<file path="config.mk">
export PLATFORM = sky130hd
export DESIGN_NAME = condicionador_botoes_flat
export DESIGN_NICKNAME = d
export VERILOG_FILES = /design/src/rtl/condicionador_botoes_pkg.sv /design/src/rtl/condicionador_botoes_if.sv /design/src/rtl/condicionador_botoes_debounce_bit.sv /design/src/rtl/condicionador_botoes.sv /design/src/flat_wrapper.sv
export SDC_FILE = /design/constraint.sdc
export NUM_CORES = 1
export LEC_CHECK = 0
export CORE_MARGIN = 2
export CORE_UTILIZATION = 54
export CTS_CLUSTER_DIAMETER = 100
export CTS_CLUSTER_SIZE = 24
export DETAILED_ROUTE_END_ITERATION = 8
export GPL_TIMING_DRIVEN = 0
export PLACE_DENSITY = 0.76
export SLEW_MARGIN = 30
export SYNTH_ARGS = -nofsm -noshare
export SYNTH_HDL_FRONTEND = slang
export SYNTH_SLANG_ARGS = --single-unit
</file>
<file path="constraint.sdc">
create_clock -name clk -period 2 [get_ports clk]
set_clock_uncertainty 0.2 [all_clocks]
set_input_delay 0.3 -clock clk [delete_from_list [all_inputs] [get_ports clk]]
set_output_delay 0.3 -clock clk [all_outputs]
set_load 0.01 [all_outputs]
</file>
<file path="src/rtl/condicionador_botoes_pkg.sv">
// Shared constants for the LED-matrix puzzle: button count, clock rate,
// debounce time and move-counter width.
package jogo_pkg;

  localparam int N_BOTOES_DEF        = 8;
  localparam int CLK_HZ              = 50_000_000;
  localparam int DEBOUNCE_MS         = 10;
  localparam int DEBOUNCE_CICLOS_DEF = (CLK_HZ / 1000) * DEBOUNCE_MS;
  localparam int CONTADOR_W          = 8;

endpackage

</file>
<file path="src/rtl/condicionador_botoes_if.sv">
// Button-conditioner bus: control inputs and raw buttons in, clean pulses,
// debounced levels and the move counter out.
interface condicionador_botoes_if
  import jogo_pkg::*;
#(
  parameter int N_BOTOES = N_BOTOES_DEF
);

  logic                  enable;
  logic                  limpa_contador;
  logic [N_BOTOES-1:0]   botoes_raw;
  logic [N_BOTOES-1:0]   botoes_pulso;
  logic [N_BOTOES-1:0]   botoes_estavel;
  logic                  jogada_feita;
  logic [CONTADOR_W-1:0] contador_jogadas;
  logic [N_BOTOES-1:0]   db_estavel;

  // Control unit / stimulus side
  modport master (
    output enable, limpa_contador, botoes_raw,
    input  botoes_pulso, botoes_estavel, jogada_feita, contador_jogadas, db_estavel
  );

  // Conditioner side
  modport slave (
    input  enable, limpa_contador, botoes_raw,
    output botoes_pulso, botoes_estavel, jogada_feita, contador_jogadas, db_estavel
  );

endinterface

</file>
<file path="src/rtl/condicionador_botoes_debounce_bit.sv">
// One button line: two-flop synchroniser followed by a counter that only
// accepts a new level after it has held for DEBOUNCE_CICLOS cycles.
module debounce_bit
  import jogo_pkg::*;
#(
  parameter int DEBOUNCE_CICLOS = DEBOUNCE_CICLOS_DEF,
  parameter int CNT_W           = $clog2(DEBOUNCE_CICLOS)
) (
  input  logic clk,
  input  logic rst,
  input  logic botao_raw,
  output logic estavel
);

  localparam logic [CNT_W-1:0] CNT_MAX = CNT_W'(DEBOUNCE_CICLOS - 1);

  logic             s1_reg;
  logic             s2_reg;
  logic             estavel_reg;
  logic [CNT_W-1:0] cnt_reg;

  // Bring the asynchronous line into the clock domain
  always_ff @(posedge clk) begin
    if (!rst) begin
      s1_reg <= 1'b0;
      s2_reg <= 1'b0;
    end else begin
      s1_reg <= botao_raw;
      s2_reg <= s1_reg;
    end
  end

  // Accept a new level only after it differs from the stable one long enough
  always_ff @(posedge clk) begin
    if (!rst) begin
      cnt_reg     <= '0;
      estavel_reg <= 1'b0;
    end else if (s2_reg == estavel_reg) begin
      cnt_reg <= '0;
    end else if (cnt_reg == CNT_MAX) begin
      estavel_reg <= s2_reg;
      cnt_reg     <= '0;
    end else begin
      cnt_reg <= cnt_reg + CNT_W'(1);
    end
  end

  assign estavel = estavel_reg;

endmodule

</file>
<file path="src/rtl/condicionador_botoes.sv">
// Button conditioner: per-line debounce, rising-edge detect, lowest-index
// arbitration, enable gating and a saturating count of accepted moves.
module condicionador_botoes
  import jogo_pkg::*;
#(
  parameter int N_BOTOES        = N_BOTOES_DEF,
  parameter int DEBOUNCE_CICLOS = DEBOUNCE_CICLOS_DEF,
  parameter int CNT_W           = $clog2(DEBOUNCE_CICLOS)
) (
  input  logic                  clk,
  input  logic                  rst,
  condicionador_botoes_if.slave bus
);

  logic [N_BOTOES-1:0]   estavel;
  logic [N_BOTOES-1:0]   estavel_q_reg;
  logic [N_BOTOES-1:0]   rise;
  logic [N_BOTOES-1:0]   escolhido;
  logic [N_BOTOES-1:0]   pulso_reg;
  logic                  jogada_reg;
  logic [CONTADOR_W-1:0] contador_reg;

  generate
    for (genvar gi = 0; gi < N_BOTOES; gi++) begin : g_linha
      debounce_bit #(
        .DEBOUNCE_CICLOS(DEBOUNCE_CICLOS),
        .CNT_W          (CNT_W)
      ) u_debounce (
        .clk      (clk),
        .rst      (rst),
        .botao_raw(bus.botoes_raw[gi]),
        .estavel  (estavel[gi])
      );
    end
  endgenerate

  // Rising edges only; x & -x isolates the lowest set bit, the rest are dropped
  assign rise      = estavel & ~estavel_q_reg;
  assign escolhido = rise & (~rise + N_BOTOES'(1));

  // Edge history, gated one-hot pulse and its OR, all registered together
  always_ff @(posedge clk) begin
    if (!rst) begin
      estavel_q_reg <= '0;
      pulso_reg     <= '0;
      jogada_reg    <= 1'b0;
    end else begin
      estavel_q_reg <= estavel;
      pulso_reg     <= bus.enable ? escolhido : '0;
      jogada_reg    <= bus.enable & (|escolhido);
    end
  end

  // Move counter: clear wins over increment, saturates at all-ones
  always_ff @(posedge clk) begin
    if (!rst) begin
      contador_reg <= '0;
    end else if (bus.limpa_contador) begin
      contador_reg <= '0;
    end else if ((|pulso_reg) && (contador_reg != {CONTADOR_W{1'b1}})) begin
      contador_reg <= contador_reg + CONTADOR_W'(1);
    end
  end

  assign bus.botoes_pulso     = pulso_reg;
  assign bus.botoes_estavel   = estavel;
  assign bus.db_estavel       = estavel;
  assign bus.jogada_feita     = jogada_reg;
  assign bus.contador_jogadas = contador_reg;

endmodule
</file>
<file path="src/flat_wrapper.sv">
// flat-port wrapper written by rule: the top's interface ports become plain ports
module condicionador_botoes_flat import jogo_pkg::*;
#(
  parameter int N_BOTOES        = N_BOTOES_DEF,
  parameter int DEBOUNCE_CICLOS = DEBOUNCE_CICLOS_DEF,
  parameter int CNT_W           = $clog2(DEBOUNCE_CICLOS)
)
  (clk, rst, bus_enable, bus_limpa_contador, bus_botoes_raw, bus_botoes_pulso, bus_botoes_estavel, bus_jogada_feita, bus_contador_jogadas, bus_db_estavel);
  condicionador_botoes_if #(.N_BOTOES(N_BOTOES)) bus_i ();
  input  logic clk;
  input  logic rst;
  input wire logic [$bits(bus_i.enable)-1:0] bus_enable;
  input wire logic [$bits(bus_i.limpa_contador)-1:0] bus_limpa_contador;
  input wire logic [$bits(bus_i.botoes_raw)-1:0] bus_botoes_raw;
  output wire logic [$bits(bus_i.botoes_pulso)-1:0] bus_botoes_pulso;
  output wire logic [$bits(bus_i.botoes_estavel)-1:0] bus_botoes_estavel;
  output wire logic [$bits(bus_i.jogada_feita)-1:0] bus_jogada_feita;
  output wire logic [$bits(bus_i.contador_jogadas)-1:0] bus_contador_jogadas;
  output wire logic [$bits(bus_i.db_estavel)-1:0] bus_db_estavel;
  assign bus_i.enable = bus_enable;
  assign bus_i.limpa_contador = bus_limpa_contador;
  assign bus_i.botoes_raw = bus_botoes_raw;
  assign bus_botoes_pulso = bus_i.botoes_pulso;
  assign bus_botoes_estavel = bus_i.botoes_estavel;
  assign bus_jogada_feita = bus_i.jogada_feita;
  assign bus_contador_jogadas = bus_i.contador_jogadas;
  assign bus_db_estavel = bus_i.db_estavel;
  condicionador_botoes #(.N_BOTOES(N_BOTOES), .DEBOUNCE_CICLOS(DEBOUNCE_CICLOS), .CNT_W(CNT_W)) u_core (.clk(clk), .rst(rst), .bus(bus_i));
endmodule
</file>
**Word level (Yosys, flattened, before mapping)**

Cells that the tools add are included.

- Word-level logic and storage cells: 98
- Output and inout port bits: 33
- Bits of input ports: 12
- Register bits: 201

- $add $sub $neg: 10
- Bitwise operators: 14
- Reduce and logical (&&, ||, !) cells: 21
- Equal/unequal tests: 17

Operators with widths:

| cell | number |
|---|---|
| adder 19 x 1 -> 19 bit, second input constant | 8 |
| equality test 19 bit, second input constant | 8 |
| OR reduction 3 bit | 8 |
| AND reduction 2 bit | 9 |
| adder 8 x 1 -> 8 bit, second input constant | 2 |
| AND 8 bit | 2 |
| NOT 8 bit | 2 |
| OR reduction 8 bit | 2 |
| NOT 1 bit | 9 |
| equality test 1 bit | 8 |
| inequality test 8 bit, second input constant | 1 |
| OR reduction 2 bit | 1 |
| AND 1 bit | 1 |
| logical AND 1 bit | 1 |

**Longest topological paths before layout**

- Depth after elaboration: 7
- Mapped depth: 7
- Gate-level depth less buffers: 5

**By module**

A second synthesis with hierarchy kept.

- Cells, all modules: 975
- Area total of the unflattened synthesis: 8926.1 um^2

By module, submodules not included:

| module | sequential area each (um^2) | cells an instance | area an instance (um^2) | instances |
|---|---|---|---|---|
| debounce_bit at u_core.g_linha[0].u_debounce ... | 440.4 | 109 | 987.2 | 7 |
| condicionador_botoes | 500.5 | 104 | 1028.5 | 1 |
| debounce_bit at u_core.g_linha[4].u_debounce | 440.4 | 108 | 987.2 | 1 |

**Least setup slack after synthesis**

Ideal clock, no wire load.

- Kind: register to register
- From: register u_core.g_linha[5].u_debounce.cnt_reg[0]
- To: register u_core.g_linha[5].u_debounce.cnt_reg[18]
- Cell stages (with the launch flop): 6
- Clock period less this slack: 2.127 ns
- Required time: 1.729 ns
- Slack: -0.127 ns
- Data arrival time: 1.855 ns
- Path buffers: 0
- Library setup time: 0.071 ns
- Cell sequence: dfxtp_1 ha_1 nand4_1 or4_4 or4_1 a21oi_1

- Cells in the longest elaborated chain, start to end: 2
- Elaborated cells on any way between the ends: 3
- Those cells by class: 1 x add/sub; 1 x eq/ne; 1 x reduce/logical

Ends and longest elaborated chain:

| element | RTL line | text |
|---|---|---|
| from (decl) | condicionador_botoes_debounce_bit.sv:20 | `logic [CNT_W-1:0] cnt_reg;` |
| from (signal assigned) | condicionador_botoes_debounce_bit.sv:44 | `cnt_reg <= cnt_reg + CNT_W'(1);` |
| branches (longest 2 deep; another with adder 19 x 1 -> 19 bit) | n/a |  |

Parallel ways; which one is timed is not known.
A chain may end at the register's enable or synchronous reset.

**Final worst setup path**

Ends and elaborated chain as after synthesis.

==> flow_summary_export.csv <==
group,metric,value,unit
timing,slew_headroom,64.5,%
timing,setup_violations,0,
clock_network,tritoncts,"yes",
clock_network,clock_insertion_delay_worst_skew,460,ps
global_routing,grt_usage,20.7,%
layout,regArea,0.00416,mm²
global_routing,grt_max_degree,25,
setup_path,crit_slowest_cell,"or4_4",
global_routing,grt_pass1_wl,29.7,mm
floorplan,fp.dieH,131,µm
detailed_routing,avgRoutedWirePerCell,14.0,µm
layout,drive_gt1_share,20.7,%
yosys,synth-edff-count,0,
floorplan,io_pins,45,
yosys,synthFlopType,"dfxtp_1",
detailed_routing,viasPerCell,5.49,
layout,largest_register_ffs,152,
clock_network,cts.sinks,201,
timing,max_freq,0.501,GHz
setup_path,cp_top_family,"simple AND/OR/NAND/NOR gates",
setup_path,worstSetupStartpointType,"flip-flop",
clock_network,clk_pin_slew_worst_paths,90,ps
timing,holdWs,209,ps
setup_path,cp.arrival,2200,ps
setup_path,cp_num_buf_inv,0,
yosys,synth_nets,1015,
global_routing,antenna_found_initial,0,
placed_design,placed_cell_area,0.00943,mm²
detailed_routing,drcViolationCount,0,
setup_path,crit_top_cell,"or4_4",
layout,final_common_cell,"dfxtp_1",
timing,finalHoldViolations,0,
yosys,yosys-top-cells-area,"dfxtp_1 (46%), xnor2_1 (6.0%), nor2_1 (5.3%)",
setup_path,crit_path_end_kind,"flip-flop",
yosys,ys_ff_latch,201,
placed_design,dpl.cell_count,1254,
floorplan,core_area,0.0158,mm²
layout,multi_input_area,0.00461,mm²
floorplan,row_count,46,
detailed_routing,vias,7141,
yosys,synthArstFlopShare,0,%
timing,rsz0062_at_grt,"yes",
run,drv_cap,0,
detailed_routing,drtAntennaViolNets,0,
layout,final_cell_mix,"dfxtp_1 (132), nor2_1 (124), buf_4 (66)",
setup_path,r2r_slack,3,ps
timing,fin_crit_sh,99.8,%
layout,diodes,0,
timing,worst_slew_pin_slew,527,ps
setup_path,path_class,"reg -> reg",
clock_network,cts_htree_levels,1,
layout,layoutNonFillerInstCount,1301,
setup_path,path_cells,"ha_4, nand4_1, or4_4, or4_4, a21oi_2",
setup_path,crit_fanout,6,
setup_path,worstPathRequired,2210,ps
global_routing,grt_pass1_vias,6398,
setup_path,slowest_delay,560,ps
yosys,yosysUniqueCellTypes,43,
detailed_routing,drt_first_pass_iters,5,
yosys,synth_top_cell_area_share,46.2,%
timing,final_max_slew_viol_count,0,
pwr,power_density,625,mW/mm²
pwr,leakage,3.37,nW
clock_network,hold_buffers,0,
floorplan,initial_core_util,55.0,%
yosys,syn_area_per_cell,8.76,µm²
yosys,synth_cells,994,
pwr,ir_drop,0.466,mV
timing,layout_min_cycle_time,2000,ps
placed_design,dp_hpwl,11.6,mm
layout,fin_nets,1106,
detailed_routing,drt_wl_total,18.3,mm
placed_design,port_buffers,44,
floorplan,die-area,0.0171,mm²
layout,final_cell_area,0.0106,mm²
clock_network,cts_root_buf,"clkbuf_16",
yosys,synth_warnings,0,
yosys,syn_area,0.00870,mm²
min_path,hp-class,"in -> reg",
run_status,outcome,"completed",
floorplan,die_x,131,µm
yosys,yosysSeqAreaShare,46.2,%
clock_network,numCtsBuffers,12,
detailed_routing,drtIter0Drc,364,
placed_design,gp_routability_congestion,0.831,
layout,area_delta_synth_final,21.2,%
yosys,yosys.area.top_type,"dfxtp_1",
layout,nFillCells,1271,
global_routing,overflow,0,
clock_network,clockBufferDepth,3,
## where the power goes
part	total (mW)	switching [mW]	internal (mW)	leakage, nW
sequential	4.00	0.0117	3.99	1.66
combinational	0.125	0.0700	0.0554	1.54
clock	2.47	1.28	1.18	0.167
## stage by stage
| step | worst slack, ps | power (mW) | setup TNS, ps | util [%] |
|---|---|---|---|---|
| final | 3.44 | 6.60 | 0 | 66.7 |
| after global routing | -34.4 | 6.85 | -188 | 66.7 |
| after CTS | -17.9 | 6.68 | -17.9 | 64.6 |
| after detailed placement | -695 | 4.23 | -88540 | 59.6 |
| after global placement | -671 | 4.23 | -87730 | 59.6 |
| after floorplan | -45.8 | 4.18 | -84.6 | - |
## cell families after synthesis
kind of cell / count (synthesis) / synth area share (%)
DFF: 201 / 46.2
muxes: 1 / 0.115
buffers and inverters: 81 / 4.30
and+or+nand+nor: 479 / 29.6
AOI/OAI and AO/OA: 119 / 7.95
adders and majority gates: 9 / 1.29
xor gates and xnor gates: 104 / 10.5
## worst paths after layout
kind	from	end	depth (start not counted)
max reg2reg	u_core.g_linha[5].u_debounce.cnt_reg[0]	u_core.g_linha[5].u_debounce.cnt_reg[18]	5
max	u_core.g_linha[5].u_debounce.cnt_reg[0]	u_core.g_linha[5].u_debounce.cnt_reg[18]	5
min reg2reg	u_core.g_linha[3].u_debounce.cnt_reg[0]	u_core.g_linha[3].u_debounce.cnt_reg[0]	1
min	bus_botoes_raw[7]	u_core.g_linha[7].u_debounce.s1_reg	2
## synthesized netlist by cell type (17+ instances only)
library cell / n
o21ai_0: 34
or3_1: 44
nand2_1: 59
o31ai_1: 18
nor4_1: 33
buf_4: 17
or4_1: 20
nand4_1: 32
and2_1: 27
clkbuf_1: 26
nand3_1: 63
xnor2_1: 60
xor2_1: 44
inv_1: 33
a21oi_1: 52
dfxtp_1: 201
nor2_1: 124
## layer usage
| metal | vias up | wire length (µm) | GRT usage, % |
|---|---|---|---|
| met1 | 3365 | 8660 | 28.6 |
| met5 | - | 0 | 0 |
| met2 | 117 | 8710 | 35.1 |
| met3 | 13 | 680 | 2.36 |
| met4 | 0 | 214 | 4.88 |
| li1 | 3646 | - | - |
## final cells by class
cell class              instances  area share [%]
plain buffers                  34            2.29
flip-flops and latches        201            39.4
inverters                      33            1.17
multi-input cells             712            43.7
repair buffers                 91            7.64
clock buffers                  13            3.08
clock inverters                 1           0.154
well taps                     216            2.56
## timing repair
| action | in CTS | in global routing |
|---|---|---|
| pin swaps | 17 | 17 |
| setup endpoints to repair | 178 | 119 |
| setup buffers | 29 | 18 |
| resized for setup | 90 | 90 |
Note: power is estimated with default switching activity, not from simulation.
